$ cat config.mk
export PLATFORM = sky130hd
export DESIGN_NAME = button_debounce
export DESIGN_NICKNAME = d
export VERILOG_FILES = /design/src/rtl/button_debounce.sv
export SDC_FILE = /design/constraint.sdc
export NUM_CORES = 1
export LEC_CHECK = 0
export BUFFER_PORTS_ARGS = -buffer_cell sky130_fd_sc_hd__buf_2
export CORE_ASPECT_RATIO = 0.6
export CORE_MARGIN = 5
export CORE_UTILIZATION = 61
export DETAILED_ROUTE_END_ITERATION = 10
export PLACE_DENSITY_LB_ADDON = 0.25
export REMOVE_ABC_BUFFERS = 1
export SLEW_MARGIN = 20
export SYNTH_ARGS = -nofsm -noshare
export SYNTH_HDL_FRONTEND = slang
export SYNTH_SLANG_ARGS = --single-unit
$ cat constraint.sdc
create_clock -name clk -period 4.39 [get_ports clk]
set_input_delay 0.439 -clock clk [delete_from_list [all_inputs] [get_ports clk]]
set_output_delay 0.439 -clock clk [all_outputs]
set_load 0.005 [all_outputs]
$ cat src/rtl/button_debounce.sv
// Per-channel synchroniser and debouncer feeding a PIO in_port, with one-cycle press/release pulses.
// Optional build macro BUTTON_DEBOUNCE_INVERT_EN inverts the raw inputs (active-low keys).
module button_debounce #(
  parameter int WIDTH           = 5,
  parameter int DEBOUNCE_CYCLES = 50000
) (
  input  logic             clk,
  input  logic             reset,
  input  logic [WIDTH-1:0] btn_raw,
  output logic [WIDTH-1:0] btn_clean,
  output logic [WIDTH-1:0] rise_pulse,
  output logic [WIDTH-1:0] fall_pulse
);

  localparam int            CW      = $clog2(DEBOUNCE_CYCLES);
  localparam logic [CW-1:0] CNT_MAX = CW'(DEBOUNCE_CYCLES - 1);

  logic [WIDTH-1:0] in_n;
  logic [WIDTH-1:0] sync1_q, sync2_q;
  logic [WIDTH-1:0] stable_q, stable_d;
  logic [WIDTH-1:0] update_d;
  logic [WIDTH-1:0] rise_q, rise_d;
  logic [WIDTH-1:0] fall_q, fall_d;
  logic [CW-1:0]    cnt_q [WIDTH];
  logic [CW-1:0]    cnt_d [WIDTH];

`ifdef BUTTON_DEBOUNCE_INVERT_EN
  assign in_n = ~btn_raw;
`else
  assign in_n = btn_raw;
`endif

  // A single cycle of agreement with the stable level restarts the whole window.
  always_comb begin
    stable_d = stable_q;
    update_d = '0;
    for (int i = 0; i < WIDTH; i++) begin
      cnt_d[i] = cnt_q[i];
      if (sync2_q[i] == stable_q[i]) begin
        cnt_d[i] = '0;
      end else if (cnt_q[i] == CNT_MAX) begin
        stable_d[i] = sync2_q[i];
        cnt_d[i]    = '0;
        update_d[i] = 1'b1;
      end else begin
        cnt_d[i] = cnt_q[i] + CW'(1);
      end
    end
    rise_d = update_d & sync2_q;
    fall_d = update_d & ~sync2_q;
  end

  always_ff @(posedge clk or posedge reset) begin
    if (reset) begin
      sync1_q  <= '0;
      sync2_q  <= '0;
      stable_q <= '0;
      rise_q   <= '0;
      fall_q   <= '0;
      for (int i = 0; i < WIDTH; i++) cnt_q[i] <= '0;
    end else begin
      sync1_q  <= in_n;
      sync2_q  <= sync1_q;
      stable_q <= stable_d;
      rise_q   <= rise_d;
      fall_q   <= fall_d;
      for (int i = 0; i < WIDTH; i++) cnt_q[i] <= cnt_d[i];
    end
  end

  assign btn_clean  = stable_q;
  assign rise_pulse = rise_q;
  assign fall_pulse = fall_q;

endmodule

After elaboration in Yosys (flattened, before gate mapping)
Cells that the tools add are included. Widths: inputs -> output; s select.

Muxes and demuxes: 20. Reductions and logical operators: 5. Add/sub/neg operators: 5. Bitwise logic cells: 8. Shift operators: 0. Equal/unequal tests: 10. Order comparisons: 0. Multipliers: 0. Divide/modulo/power cells: 0.

Operators with widths (count): $mux 16 (10); $add 16x1->16 const B (5); $eq 16x16->1 const B (5); $and 5x5->5 (2); $mux 1 (10); $reduce_and 2->1 (5); $eq 1x1->1 (5); $not 1->1 (5); $not 5->5 (1).

Output and inout port bits: 15. RAM bits: 0. Memories kept: 0. Bits in read-only memories: 0. Latch bits: 0. Register bits after elaboration: 105.

Longest topological paths before layout
Depth after elaboration: 4. Gate-level depth with buffers: 6.

Least setup slack after synthesis
No wires, ideal clock.

Kind: register to register. Start: register cnt_q[48] (netlist name). End: register stable_q[1], in the netlist btn_clean[1]. Library setup time: 0.125 ns. Arrival: 1.655 ns. Setup slack: 2.610 ns. Data required time: 4.265 ns. Cell stages (with the launch flop): 5. Path buffers: 0. Cells stage by stage: dfrtp_1 -> ha_1 -> nand4_1 -> or4_4 -> mux2_4.

Cells in the longest elaborated chain, start to end: 2.

Ends and longest elaborated chain: start, declared (RTL line 24) `logic [CW-1:0] cnt_q [WIDTH];`; $eq 16x16->1 (RTL line 41) `end else if (cnt_q[i] == CNT_MAX) begin`; $reduce_and 2->1 (no source line); end signal, assigned (RTL line 64) `stable_q <= stable_d;`; end, declared (RTL line 20) `logic [WIDTH-1:0] stable_q, stable_d;`.

Every way passes these cells. A chain may end at the register's enable or synchronous reset.

==> metrics.yaml <==
outcome:
  status: "complete, no violations"
synth:
  synth.area.mux_share: 0.0134
  synth-compound-area-share: 0.0165
  synthSimpleGateAreaFrac: 0.256
  synthCells: 449
  synth_top_family_by_area: "simple AND/OR/NAND/NOR gates"
  yosys.area.top_type: "dfrtp_1"
  synthAdderAreaFrac: 0.0131
  synth-xor-area-share: 0.129
  synth_cell_type_count: 39
  synth.yosys.seq_area_share: 0.551
  netlist_area_um2: 4770
  synth.area.top_cells: "dfrtp_1 (55%), xnor2_1 (11%), nor2_1 (6.7%), nand4_1 (2.8%), nand3_1 (2.5%)"
  syn_avg_cell_area_um2: 10.6
  ys_warn_count: 0
  synth_top_area_frac: 0.551
  ys_ff_latch: 105
floorplanning:
  core_area_um2: 7730
  dieArea_um2: 9740
  initial_utilization: 0.617
  die_x_um: 124
  die_h_um: 78.5
  pin_count: 22
  fp-row-count: 25
detailed_routing:
  via_per_inst: 5.62
  drt-total-wl_um: 8660
  drt-pass1-iter-count: 5
  wl_per_cell_um: 14.7
  post-route-drc-count: 0
  drt_iter0_markers: 346
  num_vias: 3317
  ant_nets: 0
critical_path:
  critPathLaunchType: "flip-flop"
  arrival_ns: 2.16
  crit_path_end_kind: "flip-flop"
  crit_fanout: 10
  reg2reg_slack_ns: 2.46
  path_class: "reg -> reg"
  cp.required_ns: 4.62
clocking:
  clock-root-buffer: "clkbuf_16"
  clk_latency_ns: 0.34
  cts_tree: "done"
  hold_buffers: 0
  cts_resized: 0
  cts_max_level: 3
  clk_pin_slew_ns: 0.07
  cts_made_buffers: 9
  clk_path_buf_depth: 2
  clock_sinks: 105
  post_cts_buffers: 0
cells_and_area:
  synthToLayoutAreaGrowth_pct: 10.8
  layout_common_cells: "dfrtp_1 (105), nor2_1 (85), xnor2_1 (58), nand3_1 (24)"
  final_util: 0.683
  layout_commonest_cell: "dfrtp_1"
  stdcell_count: 590
  nets: 489
  num_antenna_cells: 0
  drive_above_1_share: 0.110
  nFillCells: 594
global_route:
  overflow: 0
  use_met1: 0.308
  grt_usage: 0.198
  grt_pass1_wl_um: 15300
  use_met2: 0.276
  globalRoute.busiestLayer: "met1"
  grtUsageMet3: 0.0497
  grt_pass1_vias: 3234
  grt_antenna_before_repair: 0
  grt_max_degree: 73
timing:
  period_minus_slack_ns: 1.93
  hold_violations: 0
  max_freq_mhz: 519
  finClkSkew_ns: 0.00720
  setup_viol: 0
  maxSlewViolCount: 0
  rsz0062_at_grt: "no"
  setup_tns_ns: 0
  hold-worst-slack_ns: 0.197
  post-route-period-util: 0.439
  worst_slew_pin_slew_ns: 0.872
  slew-limit-headroom: 0.419
hold_path:
  hp-class: "in -> reg"
place:
  place_inst: 574
  gp_congestion: 0.887
  port_buffers: 21
  hpwl_um: 5940
flow_run:
  maxCapViolCount: 0
pwr:
  p_per_area_nw_per_um2: 352
  p_leak_nw: 2.18
  ir_drop_mv: 0.200
-- per-layer routing --
metal | part of all wire | vias to the layer above
met2 | 0.43 | 91
met4 | 0.0072 | 0
li1 | - | 1606
met1 | 0.52 | 1612
met3 | 0.051 | 8
met5 | 0 | -
-- flip-flops by register name (all words and copies together) (netlist names) --
register / cells
fall_pulse: 5
cnt_q: 80
rise_pulse: 5
btn_clean: 5
sync2_q: 5
sync1_q: 5
-- where the power goes --
group,total [mW],leakage [nW],internal [mW],switching [mW]
Clock,0.803,0.145,0.449,0.354
Sequential,0.998,1.43,0.983,0.0158
Combinational,0.0556,0.606,0.0162,0.0394
-- worst paths after layout --
check	to	cells after the start	startpoint
min in group asynchronous	cnt_q[23]	2	reset
setup / recovery	cnt_q[39]	5	cnt_q[44]
hold reg to reg	sync2_q[4]	0	sync1_q[4]
max in group asynchronous	cnt_q[67]	3	reset
hold / removal	sync1_q[3]	1	btn_raw[3]
setup reg to reg	cnt_q[39]	5	cnt_q[44]
-- cell type report --
| type | instances | area [um2] | share of cell area |
|---|---|---|---|
| Clock inverter | 6 | 71.3 | 0.0135 |
| Tap cell | 108 | 135 | 0.0256 |
| Multi-Input combinational cell | 323 | 2040 | 0.386 |
| Clock buffer | 10 | 229 | 0.0434 |
| Sequential cell | 105 | 2630 | 0.498 |
| Timing Repair Buffer | 23 | 120 | 0.0227 |
| Inverter | 15 | 58.8 | 0.0111 |
-- cell usage after synthesis --
cell type / n
nor4bb_1: 2
nand2_2: 2
a21oi_1: 5
o21ai_0: 1
a31o_2: 2
o31ai_1: 2
nor3_1: 17
and4_1: 1
buf_4: 1
nand2_1: 21
or3_1: 5
buf_6: 2
inv_1: 15
or4_4: 4
nand2_4: 1
or2_2: 1
o41ai_2: 1
nor2_1: 85
nand4_1: 21
xor2_1: 12
clkbuf_2: 1
mux2_2: 1
buf_2: 1
nor2b_1: 1
or4_1: 3
nand4bb_1: 6
dfrtp_1: 105
and2_1: 1
nand3b_1: 1
mux2_1: 2
and3_1: 8
xnor2_1: 58
nand3_1: 24
mux2_4: 2
nor3b_1: 10
nor4_1: 17
clkbuf_1: 1
nor4b_1: 1
ha_1: 5
-- metrics by stage --
| step | setup slack [ns] | instance area, um2 | power, mW |
|---|---|---|---|
| after floorplan | 1.19 | 4720 | 1.05 |
| after global placement | 2.55 | 4980 | 1.07 |
| after detailed placement | 2.50 | 4980 | 1.07 |
| after CTS | 2.50 | 5280 | 1.88 |
| after global routing | 2.25 | 5280 | 1.93 |
| final | 2.46 | 5280 | 1.86 |
-- cells by family after synthesis --
logic type	count (synthesis)
buffers and inverters	21
AO/OA/AOI/OAI	11
AND/OR/NAND/NOR	232
flip-flops	105
multiplexers	5
XOR/XNOR	70
adder cells (fa/ha/maj)	5
-- worst max-delay path, stage by stage, from the launching register on --
cell	delay (ns)
dfrtp_1	0.42
nor4_1	0.29
nand3b_1	0.16
o41ai_2	0.61
buf_4	0.28
nor2_1	0.06
(Power assumes the default switching activity.)
